## src/rtl/systolic_stream_if.sv

```systemverilog
// Operand and result streams of the systolic_stream engine.
// The engine uses the slave modport; the producer/consumer side uses master.
interface systolic_stream_if #(
    parameter int D_W     = 8,
    parameter int D_W_ACC = 16,
    parameter int ROWS    = 3,
    parameter int COLS    = 3
);
    localparam int ROW_W = (ROWS > 1) ? $clog2(ROWS) : 1;

    logic                      in_valid;
    logic                      in_ready;
    logic [ROWS*D_W-1:0]       a_in;
    logic [COLS*D_W-1:0]       b_in;
    logic                      out_valid;
    logic                      out_ready;
    logic [COLS*D_W_ACC-1:0]   out_data;
    logic [ROW_W-1:0]          out_row;
    logic                      out_last;

    modport master (
        output in_valid, a_in, b_in, out_ready,
        input  in_ready, out_valid, out_data, out_row, out_last
    );

    modport slave (
        input  in_valid, a_in, b_in, out_ready,
        output in_ready, out_valid, out_data, out_row, out_last
    );
endinterface

```

## src/rtl/systolic_stream.sv

```systemverilog
// Output-stationary ROWS x COLS systolic matrix multiply, D = A*B.
// One operand beat per k (column of A, row of B), internal skewing, then a
// flush of ROWS+COLS-1 zero steps and a back-pressured drain, one row per
// handshake. Optional macro SYSTOLIC_SIGNED_EN selects two's complement
// operands with sign-extended products; otherwise arithmetic is unsigned.
module systolic_stream #(
    parameter int D_W     = 8,
    parameter int D_W_ACC = 16,
    parameter int ROWS    = 3,
    parameter int COLS    = 3,
    parameter int K_MAX   = 16
) (
    input  logic                         clk,
    input  logic                         rst,
    input  logic                         i_start,
    input  logic [$clog2(K_MAX+1)-1:0]   i_k_len,
    systolic_stream_if.slave             s_if,
    output logic                         o_busy,
    output logic                         o_done
);
    localparam int K_W   = $clog2(K_MAX + 1);
    localparam int ROW_W = (ROWS > 1) ? $clog2(ROWS) : 1;
    localparam int FL_N  = ROWS + COLS - 1;
    localparam int FL_W  = $clog2(FL_N + 1);
    localparam int PW    = D_W_ACC + 2 * D_W;

    typedef enum logic [1:0] {
        ST_IDLE  = 2'd0,
        ST_LOAD  = 2'd1,
        ST_FLUSH = 2'd2,
        ST_DRAIN = 2'd3
    } state_t;

    // Full-width product, extended (or truncated) to the accumulator width.
    function automatic logic [D_W_ACC-1:0] mul_ext(input logic [D_W-1:0] a,
                                                   input logic [D_W-1:0] b);
        logic [2*D_W-1:0] sa;
        logic [2*D_W-1:0] sb;
        logic [2*D_W-1:0] p;
        logic [PW-1:0]    wide;
`ifdef SYSTOLIC_SIGNED_EN
        sa   = {{D_W{a[D_W-1]}}, a};
        sb   = {{D_W{b[D_W-1]}}, b};
        p    = sa * sb;
        wide = {{D_W_ACC{p[2*D_W-1]}}, p};
`else
        sa   = {{D_W{1'b0}}, a};
        sb   = {{D_W{1'b0}}, b};
        p    = sa * sb;
        wide = {{D_W_ACC{1'b0}}, p};
`endif
        return wide[D_W_ACC-1:0];
    endfunction

    state_t             r_state;
    state_t             w_state_nxt;
    logic [K_W-1:0]     r_k_len;
    logic [K_W-1:0]     r_beat_cnt;
    logic [K_W-1:0]     w_k_clamp;
    logic [FL_W-1:0]    r_flush_cnt;
    logic               w_clear;
    logic               w_step;
    logic               w_accept;
    logic               w_hs;
    logic               w_done_nxt;
    logic [ROW_W-1:0]   w_row_nxt;

    logic                      r_in_ready;
    logic                      r_out_valid;
    logic [COLS*D_W_ACC-1:0]   r_out_data;
    logic [ROW_W-1:0]          r_out_row;
    logic                      r_out_last;
    logic                      r_busy;
    logic                      r_done;
    logic [COLS*D_W_ACC-1:0]   w_row_data;

    logic [D_W-1:0]     w_a_op   [ROWS];
    logic [D_W-1:0]     w_b_op   [COLS];
    logic [D_W-1:0]     w_a_edge [ROWS];
    logic [D_W-1:0]     w_b_edge [COLS];

    logic [D_W-1:0]     r_a_pe     [ROWS][COLS];
    logic [D_W-1:0]     r_b_pe     [ROWS][COLS];
    logic [D_W-1:0]     w_a_pe_in  [ROWS][COLS];
    logic [D_W-1:0]     w_b_pe_in  [ROWS][COLS];
    logic [D_W_ACC-1:0] r_acc      [ROWS][COLS];
    logic [D_W_ACC-1:0] w_acc_nxt  [ROWS][COLS];

    assign w_accept = r_in_ready && s_if.in_valid;
    assign w_hs     = r_out_valid && s_if.out_ready;

    // Clamp the requested inner length to the supported maximum.
    always_comb begin
        if (i_k_len > K_W'(K_MAX)) begin
            w_k_clamp = K_W'(K_MAX);
        end else begin
            w_k_clamp = i_k_len;
        end
    end

    // Next-state and step/clear control for the job sequencer.
    always_comb begin
        w_state_nxt = r_state;
        w_clear     = 1'b0;
        w_step      = 1'b0;
        w_done_nxt  = 1'b0;
        case (r_state)
            ST_IDLE: begin
                if (i_start) begin
                    w_clear = 1'b1;
                    if (w_k_clamp == '0) begin
                        w_state_nxt = ST_DRAIN;
                    end else begin
                        w_state_nxt = ST_LOAD;
                    end
                end else begin
                    w_state_nxt = ST_IDLE;
                end
            end
            ST_LOAD: begin
                if (w_accept) begin
                    w_step = 1'b1;
                    if (r_beat_cnt == (r_k_len - K_W'(1))) begin
                        w_state_nxt = ST_FLUSH;
                    end else begin
                        w_state_nxt = ST_LOAD;
                    end
                end else begin
                    w_state_nxt = ST_LOAD;
                end
            end
            ST_FLUSH: begin
                w_step = 1'b1;
                if (r_flush_cnt == FL_W'(FL_N - 1)) begin
                    w_state_nxt = ST_DRAIN;
                end else begin
                    w_state_nxt = ST_FLUSH;
                end
            end
            ST_DRAIN: begin
                if (w_hs && r_out_last) begin
                    w_state_nxt = ST_IDLE;
                    w_done_nxt  = 1'b1;
                end else begin
                    w_state_nxt = ST_DRAIN;
                end
            end
            default: begin
                w_state_nxt = ST_IDLE;
            end
        endcase
    end

    // State register plus job length, beat and flush counters.
    always_ff @(posedge clk) begin
        if (rst) begin
            r_state     <= ST_IDLE;
            r_k_len     <= '0;
            r_beat_cnt  <= '0;
            r_flush_cnt <= '0;
        end else begin
            r_state <= w_state_nxt;
            if (w_clear) begin
                r_k_len     <= w_k_clamp;
                r_beat_cnt  <= '0;
                r_flush_cnt <= '0;
            end else begin
                if (w_accept && (r_state == ST_LOAD)) begin
                    r_beat_cnt <= r_beat_cnt + K_W'(1);
                end
                if (r_state == ST_FLUSH) begin
                    r_flush_cnt <= r_flush_cnt + FL_W'(1);
                end
            end
        end
    end

    // Operands entering the skew lines: the beat when accepted, zero while flushing.
    always_comb begin
        for (int i = 0; i < ROWS; i++) begin
            if (w_accept && (r_state == ST_LOAD)) begin
                w_a_op[i] = s_if.a_in[i*D_W +: D_W];
            end else begin
                w_a_op[i] = '0;
            end
        end
        for (int j = 0; j < COLS; j++) begin
            if (w_accept && (r_state == ST_LOAD)) begin
                w_b_op[j] = s_if.b_in[j*D_W +: D_W];
            end else begin
                w_b_op[j] = '0;
            end
        end
    end

    // Row i of A is delayed i steps before entering the array.
    for (genvar gi = 0; gi < ROWS; gi++) begin : g_askew
        if (gi == 0) begin : g_direct
            assign w_a_edge[gi] = w_a_op[gi];
        end else begin : g_delay
            logic [D_W-1:0] r_sk [gi];
            // Delay line that advances only when the array steps.
            always_ff @(posedge clk) begin
                if (rst || w_clear) begin
                    for (int n = 0; n < gi; n++) r_sk[n] <= '0;
                end else if (w_step) begin
                    r_sk[0] <= w_a_op[gi];
                    for (int n = 1; n < gi; n++) r_sk[n] <= r_sk[n-1];
                end
            end
            assign w_a_edge[gi] = r_sk[gi-1];
        end
    end

    // Column j of B is delayed j steps before entering the array.
    for (genvar gj = 0; gj < COLS; gj++) begin : g_bskew
        if (gj == 0) begin : g_direct
            assign w_b_edge[gj] = w_b_op[gj];
        end else begin : g_delay
            logic [D_W-1:0] r_sk [gj];
            // Delay line that advances only when the array steps.
            always_ff @(posedge clk) begin
                if (rst || w_clear) begin
                    for (int n = 0; n < gj; n++) r_sk[n] <= '0;
                end else if (w_step) begin
                    r_sk[0] <= w_b_op[gj];
                    for (int n = 1; n < gj; n++) r_sk[n] <= r_sk[n-1];
                end
            end
            assign w_b_edge[gj] = r_sk[gj-1];
        end
    end

    // PE wiring: a flows right, b flows down; accumulator next value.
    for (genvar gi = 0; gi < ROWS; gi++) begin : g_row
        for (genvar gj = 0; gj < COLS; gj++) begin : g_col
            if (gj == 0) begin : g_a_edge
                assign w_a_pe_in[gi][gj] = w_a_edge[gi];
            end else begin : g_a_pass
                assign w_a_pe_in[gi][gj] = r_a_pe[gi][gj-1];
            end
            if (gi == 0) begin : g_b_edge
                assign w_b_pe_in[gi][gj] = w_b_edge[gj];
            end else begin : g_b_pass
                assign w_b_pe_in[gi][gj] = r_b_pe[gi-1][gj];
            end
            assign w_acc_nxt[gi][gj] = w_clear ? '0 :
                (w_step ? (r_acc[gi][gj] + mul_ext(w_a_pe_in[gi][gj], w_b_pe_in[gi][gj]))
                        : r_acc[gi][gj]);
        end
    end

    // PE operand pipeline and accumulators.
    always_ff @(posedge clk) begin
        if (rst) begin
            for (int i = 0; i < ROWS; i++) begin
                for (int j = 0; j < COLS; j++) begin
                    r_a_pe[i][j] <= '0;
                    r_b_pe[i][j] <= '0;
                    r_acc[i][j]  <= '0;
                end
            end
        end else begin
            for (int i = 0; i < ROWS; i++) begin
                for (int j = 0; j < COLS; j++) begin
                    r_acc[i][j] <= w_acc_nxt[i][j];
                    if (w_clear) begin
                        r_a_pe[i][j] <= '0;
                        r_b_pe[i][j] <= '0;
                    end else if (w_step) begin
                        r_a_pe[i][j] <= w_a_pe_in[i][j];
                        r_b_pe[i][j] <= w_b_pe_in[i][j];
                    end
                end
            end
        end
    end

    // Row to present next; advances only on a drain handshake.
    always_comb begin
        if (r_state == ST_DRAIN) begin
            if (w_hs && !r_out_last) begin
                w_row_nxt = r_out_row + ROW_W'(1);
            end else begin
                w_row_nxt = r_out_row;
            end
        end else begin
            w_row_nxt = '0;
        end
    end

    // Gather the selected row of final accumulator values.
    always_comb begin
        w_row_data = '0;
        for (int j = 0; j < COLS; j++) begin
            w_row_data[j*D_W_ACC +: D_W_ACC] = w_acc_nxt[w_row_nxt][j];
        end
    end

    // Registered status and result outputs, derived from the next state.
    always_ff @(posedge clk) begin
        if (rst) begin
            r_in_ready  <= 1'b0;
            r_out_valid <= 1'b0;
            r_out_data  <= '0;
            r_out_row   <= '0;
            r_out_last  <= 1'b0;
            r_busy      <= 1'b0;
            r_done      <= 1'b0;
        end else begin
            r_in_ready  <= (w_state_nxt == ST_LOAD);
            r_out_valid <= (w_state_nxt == ST_DRAIN);
            r_busy      <= (w_state_nxt != ST_IDLE);
            r_done      <= w_done_nxt;
            if (w_state_nxt == ST_DRAIN) begin
                r_out_row  <= w_row_nxt;
                r_out_data <= w_row_data;
                r_out_last <= (w_row_nxt == ROW_W'(ROWS - 1));
            end else begin
                r_out_row  <= '0;
                r_out_data <= '0;
                r_out_last <= 1'b0;
            end
        end
    end

    assign s_if.in_ready  = r_in_ready;
    assign s_if.out_valid = r_out_valid;
    assign s_if.out_data  = r_out_data;
    assign s_if.out_row   = r_out_row;
    assign s_if.out_last  = r_out_last;
    assign o_busy         = r_busy;
    assign o_done         = r_done;
endmodule

```

## src/flat_wrapper.sv

```systemverilog
// flat-port wrapper written by rule: the top's interface ports become plain ports
module systolic_stream_flat 
#(
    parameter int D_W     = 8,
    parameter int D_W_ACC = 16,
    parameter int ROWS    = 3,
    parameter int COLS    = 3,
    parameter int K_MAX   = 16
)
  (clk, rst, i_start, i_k_len, o_busy, o_done, s_if_in_valid, s_if_a_in, s_if_b_in, s_if_out_ready, s_if_in_ready, s_if_out_valid, s_if_out_data, s_if_out_row, s_if_out_last);
  systolic_stream_if #(.D_W(D_W), .D_W_ACC(D_W_ACC), .ROWS(ROWS), .COLS(COLS)) s_if_i ();
  input  logic clk;
  input  logic rst;
  input  logic i_start;
  input  logic [$clog2(K_MAX+1)-1:0] i_k_len;
  output logic o_busy;
  output logic o_done;
  input wire logic [$bits(s_if_i.in_valid)-1:0] s_if_in_valid;
  input wire logic [$bits(s_if_i.a_in)-1:0] s_if_a_in;
  input wire logic [$bits(s_if_i.b_in)-1:0] s_if_b_in;
  input wire logic [$bits(s_if_i.out_ready)-1:0] s_if_out_ready;
  output wire logic [$bits(s_if_i.in_ready)-1:0] s_if_in_ready;
  output wire logic [$bits(s_if_i.out_valid)-1:0] s_if_out_valid;
  output wire logic [$bits(s_if_i.out_data)-1:0] s_if_out_data;
  output wire logic [$bits(s_if_i.out_row)-1:0] s_if_out_row;
  output wire logic [$bits(s_if_i.out_last)-1:0] s_if_out_last;
  assign s_if_i.in_valid = s_if_in_valid;
  assign s_if_i.a_in = s_if_a_in;
  assign s_if_i.b_in = s_if_b_in;
  assign s_if_i.out_ready = s_if_out_ready;
  assign s_if_in_ready = s_if_i.in_ready;
  assign s_if_out_valid = s_if_i.out_valid;
  assign s_if_out_data = s_if_i.out_data;
  assign s_if_out_row = s_if_i.out_row;
  assign s_if_out_last = s_if_i.out_last;
  systolic_stream #(.D_W(D_W), .D_W_ACC(D_W_ACC), .ROWS(ROWS), .COLS(COLS), .K_MAX(K_MAX)) u_core (.clk(clk), .rst(rst), .i_start(i_start), .i_k_len(i_k_len), .s_if(s_if_i), .o_busy(o_busy), .o_done(o_done));
endmodule
```

## config.mk

```make
export PLATFORM = sky130hd
export DESIGN_NAME = systolic_stream_flat
export DESIGN_NICKNAME = d
export VERILOG_FILES = /design/src/rtl/systolic_stream_if.sv /design/src/rtl/systolic_stream.sv /design/src/flat_wrapper.sv
export SDC_FILE = /design/constraint.sdc
export NUM_CORES = 2
export LEC_CHECK = 0
export BUFFER_PORTS_ARGS = -buffer_cell sky130_fd_sc_hd__buf_4
export CORE_MARGIN = 2
export CORE_UTILIZATION = 64
export DETAILED_ROUTE_END_ITERATION = 8
export MAX_ROUTING_LAYER = met4
export PLACE_DENSITY_LB_ADDON = 0.25
export SYNTH_ARGS = -nofsm -noshare
export SYNTH_HDL_FRONTEND = slang
export SYNTH_SLANG_ARGS = --single-unit
```

## constraint.sdc

```tcl
create_clock -name clk -period 7.7 [get_ports clk]
set_clock_uncertainty 0.05 [all_clocks]
set_input_delay 0.385 -clock clk [delete_from_list [all_inputs] [get_ports clk]]
set_output_delay 0.385 -clock clk [all_outputs]
set_load 0.02 [all_outputs]
```

After elaboration in Yosys (flattened, before gate mapping)

Memory sizes are Yosys's and may differ from the RTL's.
Cells that the tools add are included.

$add $sub $neg: 13
Multipliers: 9
$lt $le $gt $ge: 2
Eq/ne operators: 8
Multiplexer cells: 109
Bitwise operators: 52
Reductions and logical operators: 15

Operators by type and width:

| kind                                                     | number |
|---|---|
| two-way mux 16 bit                                       | 27 |
| two-way mux 8 bit                                        | 48 |
| adder 16 bit                                             | 9 |
| multiplier 8 x 8 -> 16 bit                               | 9 |
| binary-select mux 48 bit (select 2 bit)                  | 1 |
| two-way mux 48 bit                                       | 2 |
| bitwise OR 1 bit                                         | 49 |
| two-way mux 1 bit                                        | 21 |
| OR reduction 8 bit                                       | 2 |
| two-way mux 2 bit                                        | 7 |
| equality test 2 bit, second input constant               | 4 |
| one-hot mux 2 bit (4 select lines)                       | 1 |
| OR reduction 2 bit                                       | 3 |
| adder 5 x 1 -> 5 bit, second input constant              | 1 |
| equality test 5 bit                                      | 1 |
| > comparator 5 bit, second input constant                | 1 |
| logical AND 1 bit                                        | 5 |
| zero test 5 bit                                          | 1 |
| two-way mux 5 bit                                        | 1 |
| subtractor 5 x 1 -> 5 bit, second input constant         | 1 |
| equality test 2 x 1 -> 1 bit, second input constant      | 2 |
| adder 3 x 1 -> 3 bit, second input constant              | 1 |
| equality test 3 bit, second input constant               | 1 |
| greater-or-equal comparator 3 bit, second input constant | 1 |
| other kinds (8)                                          | 9 |

Register bits after elaboration: 70
Bits in writable memories: 336
Bits of input ports: 58
Output and inout bits: 55
Word-level logic and storage cells: 226
Memories kept: 7

Memory list:

| name                           | depth | bits a word | read ports | clocked after Yosys merged registers in | write ports | line                   | text |
|---|---|---|---|---|---|---|---|
| u_core.r_acc                   | 3     | 48          | 3          | 0                                       | 3           | systolic_stream.sv:86  | `logic [D_W_ACC-1:0] r_acc [ROWS][COLS];` |
| u_core.r_a_pe                  | 3     | 24          | 3          | 0                                       | 3           | systolic_stream.sv:82  | `logic [D_W-1:0] r_a_pe [ROWS][COLS];` |
| u_core.r_b_pe                  | 3     | 24          | 2          | 0                                       | 3           | systolic_stream.sv:83  | `logic [D_W-1:0] r_b_pe [ROWS][COLS];` |
| u_core.g_askew[2].g_delay.r_sk | 2     | 8           | 2          | 0                                       | 2           | systolic_stream.sv:201 | `logic [D_W-1:0] r_sk [gi];` |
| u_core.g_bskew[2].g_delay.r_sk | 2     | 8           | 2          | 0                                       | 2           | systolic_stream.sv:220 | `logic [D_W-1:0] r_sk [gj];` |
| u_core.g_askew[1].g_delay.r_sk | 1     | 8           | 1          | 0                                       | 1           | systolic_stream.sv:201 |  |
| 1 more memories                | --    | --          | --         | --                                      | --          | --                     |  |

Longest topological paths before layout

Word-level depth: 10
Gate-level depth with buffers: 25
Gate-level depth less buffers: 23

Least setup slack after synthesis

No wires, ideal clock.

Path type: register to register
From: reg u_core.r_state[1]
To: reg u_core.r_out_data[12] (netlist: u_core.s_if.out_data[12])
Setup time: 0.114 ns
Arrival time: 5.259 ns
Path slack: 2.277 ns
Stages on the path, launching flop included: 24
Path buffers: 3
Cells stage by stage: dfxtp_1 > inv_1 > ha_1 > and3_1 > clkbuf_1 > clkbuf_1 > clkbuf_1 > nand3_1 > fa_1 > inv_1 > fa_1 > fa_1 > inv_1 > fa_1 > inv_1 > ha_1 > nor2_1 > nor2_1 > nand2_1 > o21ai_0 > nor2_1 > xnor2_1 > mux4_2 > a21o_1

Word-level cells in the longest chain between the ends: 10

Ends and longest elaborated chain:

| what                                                  | line                                                                   | text |
|---|---|---|
| start, declared                                       | systolic_stream.sv:55                                                  | `state_t r_state;` |
| start signal, assigned                                | systolic_stream.sv:162                                                 | `r_state <= w_state_nxt;` |
| equality test 2 x 1 -> 1 bit                          | systolic_stream.sv:107, systolic_stream.sv:181, systolic_stream.sv:188 |  |
| logical AND 1 bit                                     | systolic_stream.sv:181, systolic_stream.sv:188                         |  |
| two-way mux 8 bit (on tied branches)                  | systolic_stream.sv:181, systolic_stream.sv:188                         |  |
| multiplier 8 x 8 -> 16 bit                            | systolic_stream.sv:49                                                  | `p = sa * sb;` |
| adder 16 bit                                          | systolic_stream.sv:248                                                 | `(w_step ? (r_acc[gi][gj] + mul_ext(w_a_pe_in[gi][gj], w_b_pe_in[gi][gj]))` |
| two-way mux 16 bit                                    | systolic_stream.sv:248                                                 |  |
| two-way mux 16 bit                                    | systolic_stream.sv:247                                                 | `assign w_acc_nxt[gi][gj] = w_clear ? '0 :` |
| binary-select mux 48 bit (select 2 bit)               | systolic_stream.sv:296                                                 | `w_row_data[j*D_W_ACC +: D_W_ACC] = w_acc_nxt[w_row_nxt][j];` |
| two-way mux 48 bit (not written as such) (2 in a row) | systolic_stream.sv:296                                                 |  |
| end signal, assigned                                  | systolic_stream.sv:317                                                 | `r_out_data <= w_row_data;` |
| end, declared                                         | systolic_stream.sv:70                                                  | `logic [COLS*D_W_ACC-1:0] r_out_data;` |

Several ways; a longest one is shown, not always the timed one. The select of a mux whose other input is x is not followed.
A chain may end at the register's enable or synchronous reset.

Worst setup path after layout

Same ends and word-level chain as after synthesis.

==> summary.md <==
| Metric | Value |
|---|---|
| Area of the core | 56200 um2 |
| Via count | around 28000 |
| Crit-path cells | inv_1 -> ha_1 -> and3_2 -> and2_1 -> nand2_1 -> fa_1 -> inv_1 -> fa_1 -> inv_1 -> fa_1 -> fa_1 -> inv_1 -> ha_1 -> o21ai_0 -> o21ai_0 -> nand2_1 -> o21ai_0 -> nor2_1 -> xnor2_1 -> mux4_2 -> a21o_1 |
| Worst Path Required | between 8 and 9 ns |
| Clock Tree Buf Depth | 3 |
| Nets | between 4000 and 5000 |
| Pre-antenna DRT Iters | 6 |
| RSZ-0062 raised after global routing | false |
| Final Max Tran Viols | 0 |
| Initial antenna violation count | 4 |
| Die area | 58500 um2 |
| CTS tree | built |
| Post-Route WL | approximately 94000 um |
| Synthesized netlist cell count | about 4000 |
| Max Clk Rate | about 0.16 GHz |
| Hold slack | 0.00811 ns |
| Ys Warns | 0 |
| Dpl hpwl | 71500 um |
| Area Growth Syn to Fin | 8.15% |
| Critical path arrival | 6.72 ns |
| Chip height | ~240 um |
| Leak | 19.0 nW |
| CTS root buffer | clkbuf_16 |
| DIE WIDTH | roughly 240 um |
| Critical path startpoint | u_core.r_state[1]$_SDFF_PP0_ |
| Total global routing track utilization | around 34% |
| Post-synth EDFFs | 144 |
| Outcome | completed |
| # DRC | 0 |
| First-pass GRT wire length | 153000 um |
| Setup Buffers After CTS | 0 |
| Crit end category | register |
| Max stage delay on crit path | around 0.8 ns |
| TritonCTS Buffers | between 40 and 50 |
| Synth unique cells | between 70 and 80 |
| DRT antenna net count | 0 |
| Row Count | just under 90 |
| Synth Register Bits | 358 |
| Placer Congestion | ~0.95 |
| CP startpoint kind | register |
| IO Count | 113 |
| Post-CTS sizing | 0 |
| Commonest non-fill, non-tap cells in the layout | 787 x inv_1, 450 x fa_1, 360 x nand2_1, 344 x and2_1, 324 x ha_1 |
| Clock transition at path regs | ~0.060 ns |
| Commonest non-fill, non-tap cell in the layout | inv_1 |
| FF-to-FF Start | u_core.r_state[1]$_SDFF_PP0_ |
| Hold Path Origin | s_if_a_in[13] |
| Vias in the first global route | 28300 |
| Relative slew margins | around 22% |
| CTS H-tree depth | 2 |
| Worst slew pin tran | about 1.2 ns |
| VDD IR-drop max | 150 uV |
| Synthesized Nets | roughly 4800 |
| CTS Sinks | between 300 and 400 |
| Setup violations, final | 0 |
| Vias per inst | 5.77 |
| Period minus WS final | ~6.3 ns |
| Critical path's slowest cell | and3_2 |
| Asr flop ratio synth | 0% |
| Port Buffers | about 110 |
| Kind of critical path | reg -> reg |
| Fin. Hold Viols | 0 |
| Initial core utilization | between 60 and 70% |
| Ys flop type | dfxtp_1 |
| Max_cap viols | 0 |
| Layout cell share with drive strength beyond 1 | around 6.0% |
| Pin count of the biggest net entering global routing | about 110 |
| Final Cycle Share | a little over 80% |
| Seq/Total Area, Yosys | 23.8% |
| Global route total overflow | 0 |
| Mapped cell area | around 36000 um2 |
| Maximum fanout along the worst path | 60 |
| Final Instance Area | ~39000 um2 |
| Clk_lat worst skew | ~0.6 ns |
| Placed Instance Area | approximately 38000 um2 |
| Power Density | ~130 nW/um2 |
| Hold Path Class | in -> reg |
| DR WL/cell | between 15 and 20 um |
| Initial DRC count | approximately 2200 |
| Hold-fix buffers, CTS | 0 |
| Setup_tns | 0 ns |
| Mapped Avg Cell Area | a little over 9 um2 |
-- stage by stage --
stage | utilization [%] | setup WS, ns | cells | total power, mW
after floorplan | - | 2.28 | 3966 | 2.81
after global routing | 69.7 | 1.02 | 4789 | 5.46
after detailed placement | 67.0 | 1.47 | 4707 | 3.09
after global placement | 67.0 | 1.58 | 4707 | 3.07
after CTS | 69.7 | 1.45 | 4788 | 5.25
final | 69.7 | 1.41 | 4789 | 5.25
-- power breakdown --
group	internal [mW]	total, mW	switching, mW
logic	0.368	0.916	0.548
registers	2.03	2.15	0.126
clock network	1.28	2.18	0.895
total	3.68	5.25	1.57
-- cell families (layout without fill, tap and decap cells) --
kind of cell	count (synthesis)	after routing	share of synthesized area, %
AOI/OAI and AO/OA	409	409	7.40
xor gates and xnor gates	95	95	2.30
adders and majority gates	774	774	36.1
buffers and inverters	935	1001	9.76
DFF	358	358	23.8
muxes	73	73	2.09
other	0	1	0
and+or+nand+nor	1322	1322	18.6
-- final timing paths --
check	to	slack, ns	cells past startpoint
worst max-delay path	u_core.s_if.out_data[12]$_SDFF_PP0_	1.41	21
worst max register to register	u_core.s_if.out_data[12]$_SDFF_PP0_	1.41	21
worst min-delay path	u_core.g_askew[1].g_delay.r_sk[0][5]$_SDFFCE_PN0P_	0.008	2
worst min register to register	u_core.r_k_len[4]$_SDFFE_PP0P_	0.42	2
-- synth_stat cells (4+ instances only) --
master | instances | area (um2)
inv_1 | 787 | 2950
fa_1 | 450 | 9010
nand2_1 | 363 | 1360
and2_1 | 345 | 2160
ha_1 | 324 | 4050
dfxtp_1 | 214 | 4280
nor2_1 | 208 | 781
and3_1 | 145 | 907
edfxtp_1 | 144 | 4320
a21oi_1 | 114 | 571
clkbuf_1 | 107 | 402
nor3_1 | 104 | 521
o21ai_0 | 76 | 380
mux2i_1 | 69 | 691
xnor2_1 | 63 | 552
nand3_1 | 46 | 230
xor2_1 | 32 | 280
or3_1 | 29 | 181
o21a_1 | 26 | 195
a21o_1 | 25 | 188
a211oi_1 | 24 | 180
a31oi_1 | 24 | 150
nor2b_1 | 24 | 150
o211ai_1 | 23 | 173
buf_1 | 20 | 75.1
buf_2 | 20 | 100
o31a_1 | 12 | 105
nor4b_1 | 10 | 87.6
o31ai_1 | 10 | 75.1
nand3b_1 | 9 | 67.6
o22ai_1 | 9 | 56.3
a2111oi_0 | 8 | 70.1
nand2b_1 | 8 | 50.1
o2111ai_1 | 8 | 70.1
or2_2 | 8 | 50.1
o21bai_1 | 6 | 45.0
nand4_1 | 5 | 31.3
a31o_2 | 4 | 35.0
nor3b_1 | 4 | 30.0
-- sequential cells by signal (all words and copies together) (netlist names) --
| register | cells |
|---|---|
| u_core.r_a_pe | 48 |
| u_core.s_if.out_last | 1 |
| u_core.g_bskew.g_delay.r_sk | 24 |
| u_core.s_if.in_ready | 1 |
| u_core.o_done | 1 |
| u_core.r_flush_cnt | 3 |
| u_core.r_beat_cnt | 5 |
| u_core.s_if.out_valid | 1 |
| u_core.r_k_len | 5 |
| u_core.s_if.out_row | 2 |
| u_core.g_askew.g_delay.r_sk | 24 |
| u_core.s_if.out_data | 48 |
| u_core.r_b_pe | 48 |
| u_core.o_busy | 1 |
| u_core.r_acc | 144 |
| u_core.r_state | 2 |
-- metal layers --
layer | share of wire, % | track usage, % | vias up
met4 | 5.5 | 15.5 | 0
met5 | 0 | - | -
met3 | 6.9 | 4.32 | 227
met2 | 47 | 54.7 | 1028
li1 | - | - | 12700
met1 | 40 | 43.7 | 13700
-- critical path, delay by kind of cell, from the launching register on --
family	cells	cell delay, ns
buffers and inverters	4	0.24
adders and majority gates	6	2.49
muxes	1	0.46
and+or+nand+nor	5	1.49
xor gates and xnor gates	1	0.16
AOI/OAI and AO/OA	4	0.95
DFF	1	0.33
-- cell type report --
| class | count | area [um2] |
|---|---|---|
| inverter | 788 | 2960 |
| clock inverter | 23 | 251 |
| sequential | 358 | 8610 |
| multi-input combinational | 2673 | 24100 |
| antenna | 1 | 2.50 |
| tap | 756 | 946 |
| timing repair buffer | 132 | 1020 |
| fill | 4482 | 17000 |
| clock buffer | 58 | 1250 |
Note: power is estimated with default switching activity, not from simulation.
